**src/rtl/sa_pkg.sv**
```systemverilog
// sa_pkg: shared constants and types for the systolic array front end.
package sa_pkg;
    localparam int ELEM_W = 8;
    localparam int ACC_W = 16;

    typedef enum logic [1:0] {IDLE, FEED, DONE} feed_state_t;

    function automatic int feed_len(input int n);
        return 3 * n - 2;
    endfunction
endpackage

```
**src/rtl/sa_skew_feeder_lane.sv**
```systemverilog
// sa_skew_feeder_lane: one edge lane, loaded with N elements preceded by D zero slots, shifted out one per cycle.
module sa_skew_feeder_lane #(
    parameter int N = 4,
    parameter int W = 8,
    parameter int D = 0
) (
    input  logic           i_clk,
    input  logic           i_arst_n,
    input  logic           i_load,
    input  logic [N*W-1:0] i_vec,
    output logic [W-1:0]   o_lane
);
    localparam int L = N + D;

    // Slot j is what the lane shows j cycles after the load; zeros refill the tail.
    logic [W-1:0] sr [L];

    always_ff @(posedge i_clk or negedge i_arst_n) begin
        if (!i_arst_n) begin
            for (int j = 0; j < L; j++) sr[j] <= '0;
        end else if (i_load) begin
            for (int j = 0; j < D; j++) sr[j] <= '0;
            for (int j = 0; j < N; j++) sr[D+j] <= i_vec[j*W +: W];
        end else begin
            for (int j = 0; j < L - 1; j++) sr[j] <= sr[j+1];
            sr[L-1] <= '0;
        end
    end

    assign o_lane = sr[0];
endmodule

```
**src/rtl/sa_skew_feeder.sv**
```systemverilog
// sa_skew_feeder: captures A/B in one handshake and feeds them diagonally skewed
// onto the west/north edges of the NxN systolic array, pulsing done when results are final.
module sa_skew_feeder #(
    parameter int N = 4,
    parameter int ELEM_W = sa_pkg::ELEM_W
) (
    input  logic                  i_clk,
    input  logic                  i_arst_n,
    input  logic                  i_start_valid,
    output logic                  o_start_ready,
    input  logic [N*N*ELEM_W-1:0] i_a,
    input  logic [N*N*ELEM_W-1:0] i_b,
    output logic [N*ELEM_W-1:0]   o_a,
    output logic [N*ELEM_W-1:0]   o_b,
    output logic                  o_busy,
    output logic                  o_done
);
    import sa_pkg::*;

    localparam int FL = feed_len(N);
    localparam int CW = $clog2(FL);
    localparam logic [CW-1:0] T_LAST = CW'(FL - 1);

    feed_state_t   state;
    logic [CW-1:0] t;
    logic          accept;

    assign accept = state == IDLE && i_start_valid;

    always_ff @(posedge i_clk or negedge i_arst_n) begin
        if (!i_arst_n) begin
            state <= IDLE;
            t <= '0;
            o_done <= 1'b0;
            o_busy <= 1'b0;
            o_start_ready <= 1'b1;
        end else begin
            unique case (state)
                IDLE: if (i_start_valid) begin
                    state <= FEED;
                    t <= '0;
                    o_busy <= 1'b1;
                    o_start_ready <= 1'b0;
                end
                FEED: if (t == T_LAST) begin
                    state <= DONE;
                    o_done <= 1'b1;
                end else begin
                    t <= t + 1'b1;
                end
                DONE: begin
                    state <= IDLE;
                    o_done <= 1'b0;
                    o_busy <= 1'b0;
                    o_start_ready <= 1'b1;
                end
                default: state <= IDLE;
            endcase
        end
    end

    // Row r of A is contiguous in i_a; delaying it by r cycles gives A[r][t-r].
    for (genvar r = 0; r < N; r++) begin : g_row
        sa_skew_feeder_lane #(.N(N), .W(ELEM_W), .D(r)) u_lane (
            .i_clk    (i_clk),
            .i_arst_n (i_arst_n),
            .i_load   (accept),
            .i_vec    (i_a[r*N*ELEM_W +: N*ELEM_W]),
            .o_lane   (o_a[r*ELEM_W +: ELEM_W])
        );
    end

    // Column c of B is strided in i_b, so gather it before loading its lane.
    for (genvar c = 0; c < N; c++) begin : g_col
        logic [N*ELEM_W-1:0] col;
        for (genvar k = 0; k < N; k++) begin : g_k
            assign col[k*ELEM_W +: ELEM_W] = i_b[(k*N+c)*ELEM_W +: ELEM_W];
        end
        sa_skew_feeder_lane #(.N(N), .W(ELEM_W), .D(c)) u_lane (
            .i_clk    (i_clk),
            .i_arst_n (i_arst_n),
            .i_load   (accept),
            .i_vec    (col),
            .o_lane   (o_b[c*ELEM_W +: ELEM_W])
        );
    end
endmodule

```
**config.mk**
```make
export PLATFORM = sky130hd
export DESIGN_NAME = sa_skew_feeder
export DESIGN_NICKNAME = d
export VERILOG_FILES = /design/src/rtl/sa_pkg.sv /design/src/rtl/sa_skew_feeder_lane.sv /design/src/rtl/sa_skew_feeder.sv
export SDC_FILE = /design/constraint.sdc
export NUM_CORES = 1
export LEC_CHECK = 0
export BUFFER_PORTS_ARGS = -buffer_cell sky130_fd_sc_hd__buf_4
export CAP_MARGIN = 20
export CORE_UTILIZATION = 53
export CTS_CLUSTER_SIZE = 16
export DETAILED_ROUTE_END_ITERATION = 12
export PLACE_DENSITY = 0.79
export SYNTH_ARGS = -nofsm -noshare
export SYNTH_HDL_FRONTEND = slang
export SYNTH_HIERARCHICAL = 1
export SYNTH_SLANG_ARGS = --single-unit
```
**constraint.sdc**
```tcl
create_clock -name i_clk -period 3.3 [get_ports i_clk]
set_input_delay 0.99 -clock i_clk [delete_from_list [all_inputs] [get_ports i_clk]]
set_output_delay 0.99 -clock i_clk [all_outputs]
set_load 0.1 [all_outputs]
```
Word-level counts from Yosys, hierarchy flattened

Index checks and enable logic that the tools add are counted.

Flip-flop bits (word level): 361
Output and inout bits: 67

$add $sub $neg: 1
Equality and inequality tests: 6
Mux-type cells: 20
Reductions and logical operators: 9

Operators with widths:

| cell                                                                   | count |
|---|---|
| 56-bit 2-to-1 mux                                                      | 2 |
| 48-bit 2-to-1 mux                                                      | 2 |
| 40-bit 2-to-1 mux                                                      | 2 |
| 32-bit 2-to-1 mux                                                      | 2 |
| 4-bit 2-to-1 mux                                                       | 2 |
| 4-bit case mux with 2 select lines                                     | 1 |
| 2-bit != test (second input constant)                                  | 3 |
| 1-bit case mux with 2 select lines                                     | 3 |
| 2-bit AND reduction                                                    | 3 |
| 2-bit nonzero test                                                     | 3 |
| 4-bit by 1-bit adder with 4-bit output (second input constant)         | 1 |
| 4-bit equality test (second input constant)                            | 1 |
| 2-bit 2-to-1 mux                                                       | 2 |
| 2-bit case mux with 2 select lines                                     | 1 |
| 1-bit 2-to-1 mux                                                       | 3 |
| 3-bit AND reduction                                                    | 1 |
| 2-bit by 1-bit equality test with 1-bit output (second input constant) | 1 |
| 2-bit equality test (second input constant)                            | 1 |
| 2-bit logical NOT                                                      | 1 |
| 1-bit logical AND                                                      | 1 |

Longest topological paths before layout

Gate-level depths: netlist of run 1.

Depth in word-level cells: 3
Gate-level depth with buffers: 6
Mapped depth without buffers: 5

By module

The synthesis of run 1 kept the hierarchy.

Modules (own cells, without submodules):

| module                                    | instances | cells an instance | area an instance (um^2) |
|---|---|---|---|
| sa_skew_feeder_lane (g_col[3].u_lane ...) | 2         | 126               | 2004.4 |
| sa_skew_feeder_lane (g_col[2].u_lane ...) | 2         | 109               | 1734.2 |
| sa_skew_feeder_lane (g_col[1].u_lane ...) | 2         | 92                | 1470.2 |
| sa_skew_feeder_lane (g_col[0].u_lane ...) | 2         | 75                | 1201.2 |
| sa_skew_feeder                            | 1         | 45                | 437.9 |

Worst setup path after synthesis of run 1

Ideal clock, no wire load.

Path kind: input port to flip-flop
Start: input i_start_valid
End: register g_col[3].u_lane/sr[14] (netlist bit)
Data arrival time: 3122 ps
Path slack: 53 ps
Stages on the path: 4
Buffers on the path: 1
Cells stage by stage: nand2b_1 nor2_1 buf_2 mux2_2

Word-level cells in the longest chain between the ends: 2

RTL lines:

| what                          | line                      | RTL |
|---|---|---|
| start, declared               | sa_skew_feeder.sv:9       | `input logic i_start_valid,` |
| 1-bit logical AND             | sa_skew_feeder.sv:28      | `assign accept = state == IDLE && i_start_valid;` |
| named net accept              | sa_skew_feeder.sv:26      | `logic accept;` |
| 56-bit 2-to-1 mux             | sa_skew_feeder_lane.sv:21 | `end else if (i_load) begin` |
| end signal, assigned by index | sa_skew_feeder_lane.sv:26 | `sr[L-1] <= '0;` |
| end, declared                 | sa_skew_feeder_lane.sv:16 | `logic [W-1:0] sr [L];` |

The timed path passes the listed nets, and every way through them passes these cells.
A chain may end at the register's enable or synchronous reset.

Final worst setup path of run 1

Start: register o_start_ready
End: output o_start_ready

RTL lines:

| what                   | line                 | RTL |
|---|---|---|
| start, declared        | sa_skew_feeder.sv:10 | `output logic o_start_ready,` |
| start signal, assigned | sa_skew_feeder.sv:36 | `o_start_ready <= 1'b1;` |
| start signal, assigned | sa_skew_feeder.sv:43 | `o_start_ready <= 1'b0;` |
| start signal, assigned | sa_skew_feeder.sv:55 | `o_start_ready <= 1'b1;` |

No word-level cell between the ends.

==> run_results.csv, run 1 <==
group,metric,value,unit
run_status,status,"complete, no violations",
clock_network,clock_latency,0.50,ns
pwr,vdd_ir_drop_max,0.583,mV
setup_path,worstPathBufferInverterCount,1,
synthesis,netlist.area_leader.share,0.680,
timing,skew,0.0113,ns
synthesis,syn_area,0.0133,sq mm
synthesis,yosysTopAreaCell,"dfrtp_1",
synthesis,synth-xor-area-share,0,
synthesis,synth.most_common_cell,"dfrtp_1",
synthesis,synth_common_cells,"360 x dfrtp_1, 172 x mux2_2, 97 x nor2b_1",
timing,final_max_slew_viol_count,0,
synthesis,ys_warn_count,6,
setup_path,arrival,1.30,ns
timing,period_share,0.695,
clock_network,cts_made_buffers,37,
synthesis,synth_flop_cell,"dfrtp_1",
timing,timing.final.crit_period,2.29,ns
synthesis,synth-edff-count,0,
synthesis,async_flop_share,1.00,
run,max_cap_violations,0,
pwr,sequentialPowerShare,0.402,
setup_path,setup.worst_path.class,"reg2out",
clock_network,cts_hold_repair.buffers,0,
finish,drive_gt1_frac,0.511,
grt,grt_pass1_vias,7631,
pwr,clkPwrFrac,0.277,
timing,setup_tns,0,ns
detailed_routing,ant_nets,0,
finish,fin_cells,1481,
detailed_routing,vias,7024,
synthesis,synth_compound_area_frac,0.00434,
grt,grt_max_degree,91,
floorplanning,die_area,0.0257,sq mm
place,routabilityCongestion,0.755,
detailed_routing,drt_iter0_drc,319,
floorplanning,die_w,160,um
clock_network,post_cts_buffers,0,
detailed_routing,drc,0,
clock_network,cts_tree,"built",
grt,grt.overflow.total,0,
grt,grt_pass1_wl,39.2,mm
floorplanning,start_util,0.542,
synthesis,synth_cell_types,26,
clock_network,clock_sinks,361,
setup_path,worstPathCellList,"buf_4",
place,port_buffers,325,
place,hpwl,17.0,mm
detailed_routing,drt_wl_total,24.4,mm
timing,hold_viol,0,
timing,rsz0062_at_grt,"no",
timing,tightest_slew,0.709,ns
timing,fmax,436,MHz
setup_path,worstSetupStartpoint,"o_start_ready",
clock_network,ctsLongestPathBuffers,3,
setup_path,slowest_stage,"dfstp_2",
timing,whs,0.455,ns
clock_network,cts_resized,0,
finish,nets,1393,
pwr,swShare,0.341,
timing,setup-violations-final,0,
synthesis,syn_nets,1110,
synthesis,seq_area_frac_synth,0.681,
hold_path,worstHoldStart,"g_row[3].u_lane/sr[36]",
pwr,switchingPower,4.97,mW
synthesis,syn_inst,849,
setup_path,reg2reg_from,"state[0]",
synthesis,synth_top_family_by_area,"multiplexers",
grt,antenna_found_initial,1,
setup_path,critPathMaxFanout,2,
clock_network,htree_levels,2,
synthesis,avgSynthCellArea,15.6,sq um
synthesis,yosys-top-cells-area,"dfrtp_1 68%, mux2_2 15%, nor2b_1 4.6%, buf_4 4.0%, and2_1 3.0%",
synthesis,synth-simple-area-share,0.0832,
setup_path,critPathMaxStageDelay,0.53,ns
pwr,pwr-share-comb,0.321,
detailed_routing,wl_per_cell,16.5,um
place,dpl.cell_count,1417,
clock_network,clk_pin_slew,0.06,ns
hold_path,hold_class,"reg2reg",
clock_network,clockRootBuffer,"clkbuf_16",
floorplanning,fp.dieH,160,um
pwr,power_density,866,mW/mm^2
setup_path,worst_setup_path_end_kind,"output port",
floorplanning,ioPinCount,326,
detailed_routing,first_pass_iters,4,
floorplanning,rows,57,
setup_path,critPathRequiredTime,2.31,ns
synthesis,ys_ff_latch,361,
finish,area_growth,26.8,%
pwr,p_leak,8.85,nW
detailed_routing,vias_per_cell,4.74,
finish,fillers,1665,
pwr,internal-power,9.59,mW
synthesis,synthAdderAreaFrac,0.00189,
synthesis,synth_mux_area_frac,0.168,
grt,grt_util_all_layers,0.197,
place,place_ws,0.793,ns
setup_path,cpLargestDelayFamily,"flip-flops",
finish,num_antenna_cells,0,
timing,slew_headroom,0.527,
timing,postLayoutSetupSlackWorst,1.01,ns
setup_path,start_kind,"flip-flop",
floorplanning,coreArea,0.0245,sq mm
[cell families (layout without fill, tap and decap cells)]
logic type,count (synthesis),count (layout)
AOI/OAI and AO/OA,9,9
DFF,361,361
muxes,192,192
and+or+nand+nor,180,180
adders and majority gates,2,2
buffers and inverters,105,413
[final cells by class]
type / instances / area (sq um) / share of cell area
clock inverters: 11 / 135 / 0.00804
inverters: 3 / 11.3 / 0.000670
flip-flops and latches: 361 / 9030 / 0.537
well taps: 324 / 405 / 0.0241
clock buffers: 53 / 1060 / 0.0628
repair buffers: 346 / 2760 / 0.164
multi-input cells: 383 / 3420 / 0.203
[through the flow]
step | util | instance area, sq um | power [mW]
2_1_floorplan | - | 13300 | 9.91
3_3_place_gp | 0.639 | 15600 | 10.5
3_5_place_dp | 0.639 | 15600 | 10.6
4_1_cts | 0.687 | 16800 | 14.7
5_1_grt | 0.687 | 16800 | 15.2
6_report | 0.687 | 16800 | 14.6
[per-layer routing]
layer | up-vias | GRT usage | share of wire
met3 | 59 | 0.0623 | 0.075
met2 | 229 | 0.333 | 0.51
met1 | 3463 | 0.231 | 0.38
met4 | 2 | 0.0848 | 0.035
li1 | 3271 | - | -
met5 | - | 0 | 0.00070
[sequential cells by signal (all words and copies together) (netlist names)]
signal	flops
t	4
state	2
g_row.u_lane/o_lane	32
g_col.u_lane/sr	144
o_done	1
o_start_ready	1
g_col.u_lane/o_lane	32
g_row.u_lane/sr	144
o_busy	1
[placed cells by master, fill, tap and decap left out]
cell        count
o311ai_0        1
clkinv_2        6
o31ai_1         1
mux2_4         16
and3b_1         1
clkinvlp_4      2
clkbuf_8        7
o21bai_1        1
clkbuf_16      37
clkbuf_1        9
o21ai_0         4
ha_1            2
nor2b_1        97
dfrtp_1       360
buf_8           1
a2bb2oi_1       1
buf_4         333
mux2_1          4
bufinv_16       3
mux2_2        172
nand3_1         6
nor2_4          1
or3_1           2
nor2_1          1
nand2_1         5
buf_12         12
dfstp_2         1
a21oi_1         1
nand2b_1        3
and2_1         64
inv_1           3
[power groups by stage]
| stage | Clock, mW | Sequential, mW | Combinational [mW] |
|---|---|---|---|
| after floorplan | 0 | 5.88 | 4.03 |
| after global placement | 0 | 5.89 | 4.61 |
| after detailed placement | 0 | 5.94 | 4.70 |
| after CTS | 4.15 | 5.87 | 4.72 |
| after global routing | 4.34 | 5.95 | 4.90 |
| final | 4.04 | 5.85 | 4.67 |
[final timing paths]
check | to | slack, ns | depth (start not counted)
setup / recovery | o_start_ready | 1.01 | 1
hold / removal | g_row[3].u_lane/sr[44] | 0.46 | 1
setup reg to reg | g_row[2].u_lane/sr[11] | 1.20 | 5
hold reg to reg | g_row[3].u_lane/sr[44] | 0.46 | 1
max in group asynchronous | g_row[2].u_lane/sr[9] | 1.97 | 2
min in group asynchronous | g_row[1].u_lane/o_lane[2] | 0.52 | 1
Note: power is estimated with default switching activity, not from simulation.
==> inputs of run 2 (changes only) <==
- ABC_AREA: default -> 1
- CORE_UTILIZATION: 53 -> 48
- PLACE_DENSITY: 0.79 -> 0.75
- clock period: 3.3 -> 2 ns (I/O delays scaled with it)
==> run_results.csv, run 2 <==
group,metric,value,unit
run_status,status,"complete, no violations",
synthesis,synth_cell_types,23,
place,hpwl,18.1,mm
floorplanning,fp.dieH,172,um
synthesis,synth_flop_cell,"dfrtp_1",
setup_path,cp.depth,1,
synthesis,avgSynthCellArea,9.69,sq um
detailed_routing,drt_wl_total,26.6,mm
grt,grt_max_degree,74,
floorplanning,die_w,172,um
clock_network,cts_made_buffers,38,
place,routabilityCongestion,0.845,
clock_network,cts_hold_repair.buffers,1,
floorplanning,start_util,0.493,
timing,skew,0.00685,ns
synthesis,syn_nets,1687,
pwr,sequentialPowerShare,0.396,
hold_path,hold-path-cell-count,3,
synthesis,yosysTopAreaCell,"dfrtp_1",
grt,grt_pass1_vias,9051,
synthesis,synth.most_common_cell,"nand2_1",
timing,rsz0062_at_grt,"no",
synthesis,ys_warn_count,6,
setup_path,reg2reg_from,"state[0]",
clock_network,clock_sinks,361,
grt,grt.overflow.total,0,
pwr,power_density,1480,mW/mm^2
detailed_routing,drt_iter0_drc,489,
synthesis,syn_area,0.0138,sq mm
synthesis,synth-edff-count,0,
synthesis,syn_inst,1426,
clock_network,clock_latency,0.50,ns
clock_network,clockRootBuffer,"clkbuf_16",
clock_network,cts_tree,"built",
clock_network,cts_resized,0,
finish,nets,1962,
setup_path,arrival,1.31,ns
pwr,pwr-share-comb,0.334,
setup_path,critPathRequiredTime,1.40,ns
pwr,vdd_ir_drop_max,0.618,mV
hold_path,hold_class,"in2reg",
pwr,clkPwrFrac,0.270,
finish,layout_common_cells,"616 x nand2_1, 360 x dfrtp_1, 338 x buf_4, 158 x inv_1, 100 x nor2_1",
setup_path,slowest_stage,"dfstp_2",
synthesis,async_flop_share,1.00,
timing,final_max_slew_viol_count,0,
detailed_routing,drc,0,
setup_path,setup.worst_path.class,"reg2out",
timing,period_share,0.956,
clock_network,clk_pin_slew,0.06,ns
setup_path,worst_setup_path_end_kind,"output port",
pwr,internal-power,15.9,mW
timing,setup_tns,0,ns
clock_network,htree_levels,2,
timing,timing.final.crit_period,1.91,ns
grt,antenna_found_initial,0,
finish,drive_gt1_frac,0.270,
detailed_routing,vias,9178,
finish,num_antenna_cells,0,
floorplanning,die_area,0.0295,sq mm
detailed_routing,ant_nets,0,
setup_path,critPathMaxStageDelay,0.53,ns
clock_network,post_cts_buffers,0,
finish,area_growth,25.7,%
setup_path,cpLargestDelayFamily,"flip-flops",
setup_path,critPathMaxFanout,2,
setup_path,timing.rr.end,"g_col[3].u_lane/sr[19]",
hold_path,worstHoldEndpoint,"g_row[1].u_lane/sr[7]",
timing,slew_headroom,0.555,
synthesis,ys_ff_latch,361,
synthesis,synth_common_cells,"616 x nand2_1, 360 x dfrtp_1, 159 x inv_1",
timing,fmax,523,MHz
run,max_cap_violations,0,
pwr,p_leak,10.2,nW
grt,grt_pass1_wl,42.6,mm
timing,setup-violations-final,0,
setup_path,reg2reg_depth,8,
setup_path,worstPathCellList,"buf_4",
grt,grt_util_all_layers,0.183,
finish,layout_commonest_cell,"nand2_1",
clock_network,ctsLongestPathBuffers,3,
floorplanning,coreArea,0.0280,sq mm
setup_path,rrSetupSlack,0.32,ns
pwr,swShare,0.382,
timing,tightest_slew,0.667,ns
synthesis,yosys-top-cells-area,"dfrtp_1 65%, nand2_1 17%, inv_1 4.3%, buf_4 4.1%, nor2_1 2.7%",
detailed_routing,first_pass_iters,5,
detailed_routing,wl_per_cell,12.6,um
timing,whs,0.279,ns
synthesis,seq_area_frac_synth,0.654,
finish,reg_top3,"g_col.u_lane/sr x144, g_row.u_lane/sr x144",
floorplanning,rows,61,
hold_path,worstHoldStart,"i_a[63]",
setup_path,worstPathBufferInverterCount,1,
setup_path,start_kind,"flip-flop",
detailed_routing,vias_per_cell,4.36,
floorplanning,ioPinCount,326,
place,port_buffers,325,
pwr,switchingPower,9.85,mW
synthesis,netlist.area_leader.share,0.652,
timing,hold_viol,0,
==> run 2: changes by cell type after synthesis, moves of 6 or more <==
cell | previous run | this run
buf_6 | 19 | 26
mux2_4 | 16 | 0
and2_1 | 64 | 0
nand2_2 | 0 | 34
inv_1 | 3 | 159
buf_4 | 70 | 76
mux2_2 | 172 | 0
nor2b_1 | 97 | 0
nand2_1 | 5 | 616
nor2_1 | 2 | 100
inv_2 | 0 | 14
==> run 2: cell type report <==
class / count / area [sq um]
Clock buffer: 58 / 1120
Clock inverter: 10 / 133
Fill cell: 2221 / 10700
Inverter: 177 / 702
Multi-Input combinational cell: 768 / 3040
Sequential cell: 361 / 9030
Tap cell: 378 / 473
Timing Repair Buffer: 355 / 2860
==> run 2: per-layer routing <==
layer / part of all wire / up-vias / global-route usage
met1: 0.40 / 4243 / 0.228
li1: - / 4591 / -
met5: 0 / - / 0
met4: 0.021 / 0 / 0.0571
met2: 0.50 / 299 / 0.312
met3: 0.074 / 45 / 0.0469
==> run 2: logic make-up after synthesis <==
group | count (synthesis) | synth area share
flops | 361 | 0.654
simple gates | 759 | 0.215
fa+ha+maj | 2 | 0.00181
compound gates | 6 | 0.00217
buf+inv | 297 | 0.126
xor+xnor | 1 | 0.000634
==> run 2: worst max-delay path by stage <==
stage,start,to,slack (ns)
2_1_floorplan,i_start_valid,g_col[0].u_lane/sr[10],0.32
3_3_place_gp,i_start_valid,g_col[3].u_lane/sr[23],0.16
3_5_place_dp,i_start_valid,g_col[3].u_lane/sr[12],0.11
4_1_cts,o_start_ready,o_start_ready,0.06
5_1_grt,o_start_ready,o_start_ready,0.04
6_report,o_start_ready,o_start_ready,0.09
==> run 2: power by group through the flow <==
stage,clock network (mW),logic [mW],registers (mW)
2_1_floorplan,0,7.40,10.3
3_3_place_gp,0,8.47,10.3
3_5_place_dp,0,8.63,10.3
5_1_grt,7.47,9.27,10.4
6_report,6.96,8.60,10.2
4_1_cts,7.13,8.68,10.2
==> run 2: metrics by stage <==
step,area [sq um],cells,total power [mW],utilization,setup slack (ns)
after detailed placement,16100,2038,19.0,0.575,0.113
after global routing,17400,2107,27.2,0.620,0.0375
after global placement,16100,2038,18.7,0.575,0.157
final,17400,2107,25.8,0.620,0.0883
after CTS,17400,2107,26.0,0.620,0.0626
after floorplan,13800,1426,17.7,-,0.319
==> inputs of run 3 (changes only) <==
- CORE_MARGIN: default -> 4
==> run_results.csv, run 3 (synthesis results as in run 2) <==
group,metric,value,unit
run_status,status,"complete, no violations",
detailed_routing,ant_nets,0,
timing,postLayoutSetupSlackWorst,0.0914,ns
finish,num_antenna_cells,0,
grt,grt_pass1_vias,9123,
detailed_routing,drt_iter0_drc,507,
setup_path,worstPathBufferInverterCount,1,
floorplanning,start_util,0.492,
place,place_area,0.0159,sq mm
grt,met3_usage,0.0505,
place,dpl.cell_count,2031,
pwr,p_leak,10.1,nW
grt,antenna_found_initial,0,
clock_network,clock_sinks,361,
clock_network,ctsLongestPathBuffers,3,
timing,setup-violations-final,0,
finish,reg_top3,"g_col.u_lane/sr x144, g_row.u_lane/sr x144",
finish,area_growth,23.9,%
finish,nets,1953,
setup_path,setup.worst_path.class,"reg2out",
clock_network,cts_resized,0,
timing,final_max_slew_viol_count,0,
setup_path,cp.depth,1,
clock_network,clockRootBuffer,"clkbuf_16",
finish,drive_gt1_frac,0.268,
timing,timing.final.crit_period,1.91,ns
place,place_ws,0.142,ns
floorplanning,die_w,178,um
clock_network,cts_hold_repair.buffers,0,
finish,fin_cells,2096,
setup_path,reg2reg_from,"state[0]",
pwr,vdd_ir_drop_max,0.635,mV
floorplanning,fp.dieH,178,um
detailed_routing,drt_wl_total,26.8,mm
setup_path,worst_setup_path_end_kind,"output port",
pwr,power_density,1480,mW/mm^2
place,hpwl,18.4,mm
setup_path,critPathMaxFanout,2,
setup_path,cpLargestDelayFamily,"flip-flops",
floorplanning,coreArea,0.0281,sq mm
floorplanning,rows,61,
clock_network,cts_made_buffers,37,
timing,tightest_slew,0.700,ns
timing,setup_tns,0,ns
finish,layout_common_cells,"616 x nand2_1, 360 x dfrtp_1, 340 x buf_4, 158 x inv_1, 100 x nor2_1",
setup_path,arrival,1.31,ns
timing,period_share,0.954,
grt,grt_util_met2,0.280,
timing,rsz0062_at_grt,"no",
finish,layout_commonest_cell,"nand2_1",
place,routabilityCongestion,0.762,
detailed_routing,vias_per_cell,4.33,
setup_path,start_kind,"flip-flop",
setup_path,critPathMaxStageDelay,0.53,ns
detailed_routing,wl_per_cell,12.8,um
floorplanning,ioPinCount,326,
finish,fin_area,0.0171,sq mm
setup_path,slowest_stage,"dfstp_2",
clock_network,post_cts_buffers,0,
finish,fillers,2329,
run,max_cap_violations,0,
place,port_buffers,325,
setup_path,rrSetupSlack,0.38,ns
floorplanning,die_area,0.0316,sq mm
setup_path,critPathRequiredTime,1.40,ns
timing,hold_viol,0,
grt,grt-busiest-layer,"met2",
grt,grt_pass1_wl,43.2,mm
grt,grt_max_degree,70,
timing,fmax,524,MHz
pwr,total_power,25.3,mW
clock_network,cts_tree,"built",
timing,skew,0.00726,ns
detailed_routing,drc,0,
grt,grt_util_all_layers,0.169,
hold_path,hold_class,"in2async",
grt,met1_usage,0.220,
setup_path,worstPathCellList,"buf_4",
grt,grt.overflow.total,0,
clock_network,htree_levels,2,
setup_path,reg2reg_depth,8,
detailed_routing,vias,9084,
clock_network,clock_latency,0.50,ns
detailed_routing,first_pass_iters,4,
setup_path,timing.rr.end,"g_col[3].u_lane/sr[16]",
timing,slew_headroom,0.533,
clock_network,clk_pin_slew,0.06,ns
## run 3: changes by cell type in the layout (fill, tap and decap cells not counted), sizes merged
| cell | delta |
|---|---|
| inv | -1 |
| clkinv | +1 |
| dlygate4sd3 | -1 |
| clkbuf | -6 |
| clkinvlp | +3 |
| buf | -7 |
## run 3: report_power, final
part           total (mW)  switching, mW  internal [mW]
combinational        8.49           6.46           2.03
sequential           10.2          0.668           9.54
clock                6.63           2.64           3.99
total                25.3           9.77           15.6
## run 3: worst max-delay path by stage
stage,startpoint,endpoint
floorplan,i_start_valid,g_col[0].u_lane/sr[10]
global placement,i_start_valid,g_row[3].u_lane/sr[25]
detailed placement,i_start_valid,g_col[3].u_lane/sr[24]
CTS,o_start_ready,o_start_ready
global route,o_start_ready,o_start_ready
finish,o_start_ready,o_start_ready
## run 3: final cells by class
| type | count | area, sq um | share of cell area |
|---|---|---|---|
| multi-input combinational | 768 | 3040 | 0.177 |
| clock buffer | 52 | 1030 | 0.0603 |
| timing repair buffer | 347 | 2690 | 0.157 |
| sequential | 361 | 9030 | 0.528 |
| inverter | 177 | 702 | 0.0410 |
| tap | 378 | 473 | 0.0276 |
| clock inverter | 13 | 151 | 0.00885 |
## run 3: metal layers
layer / vias up / routed length, um / share of wire
met5: - / 0 / 0
met3: 45 / 2510 / 0.094
li1: 4573 / - / -
met1: 4175 / 10700 / 0.40
met4: 0 / 585 / 0.022
met2: 291 / 13100 / 0.49
## run 3: worst reg2reg max path: stages (launching register included)
cell and delay (ns):
dfrtp_1 0.41, inv_2 0.06, nand2_2 0.06, inv_2 0.05, nand2_4 0.11, inv_8 0.10
inv_1 0.53, nand2_1 0.13, nand2_1 0.10
## run 3: metrics by stage
| step | util | hold WS (ns) |
|---|---|---|
| 2_1_floorplan | - | 0.304 |
| 3_3_place_gp | 0.567 | 0.420 |
| 3_5_place_dp | 0.567 | 0.424 |
| 4_1_cts | 0.609 | 0.0149 |
| 5_1_grt | 0.609 | 0.0218 |
| 6_report | 0.609 | 0.0190 |
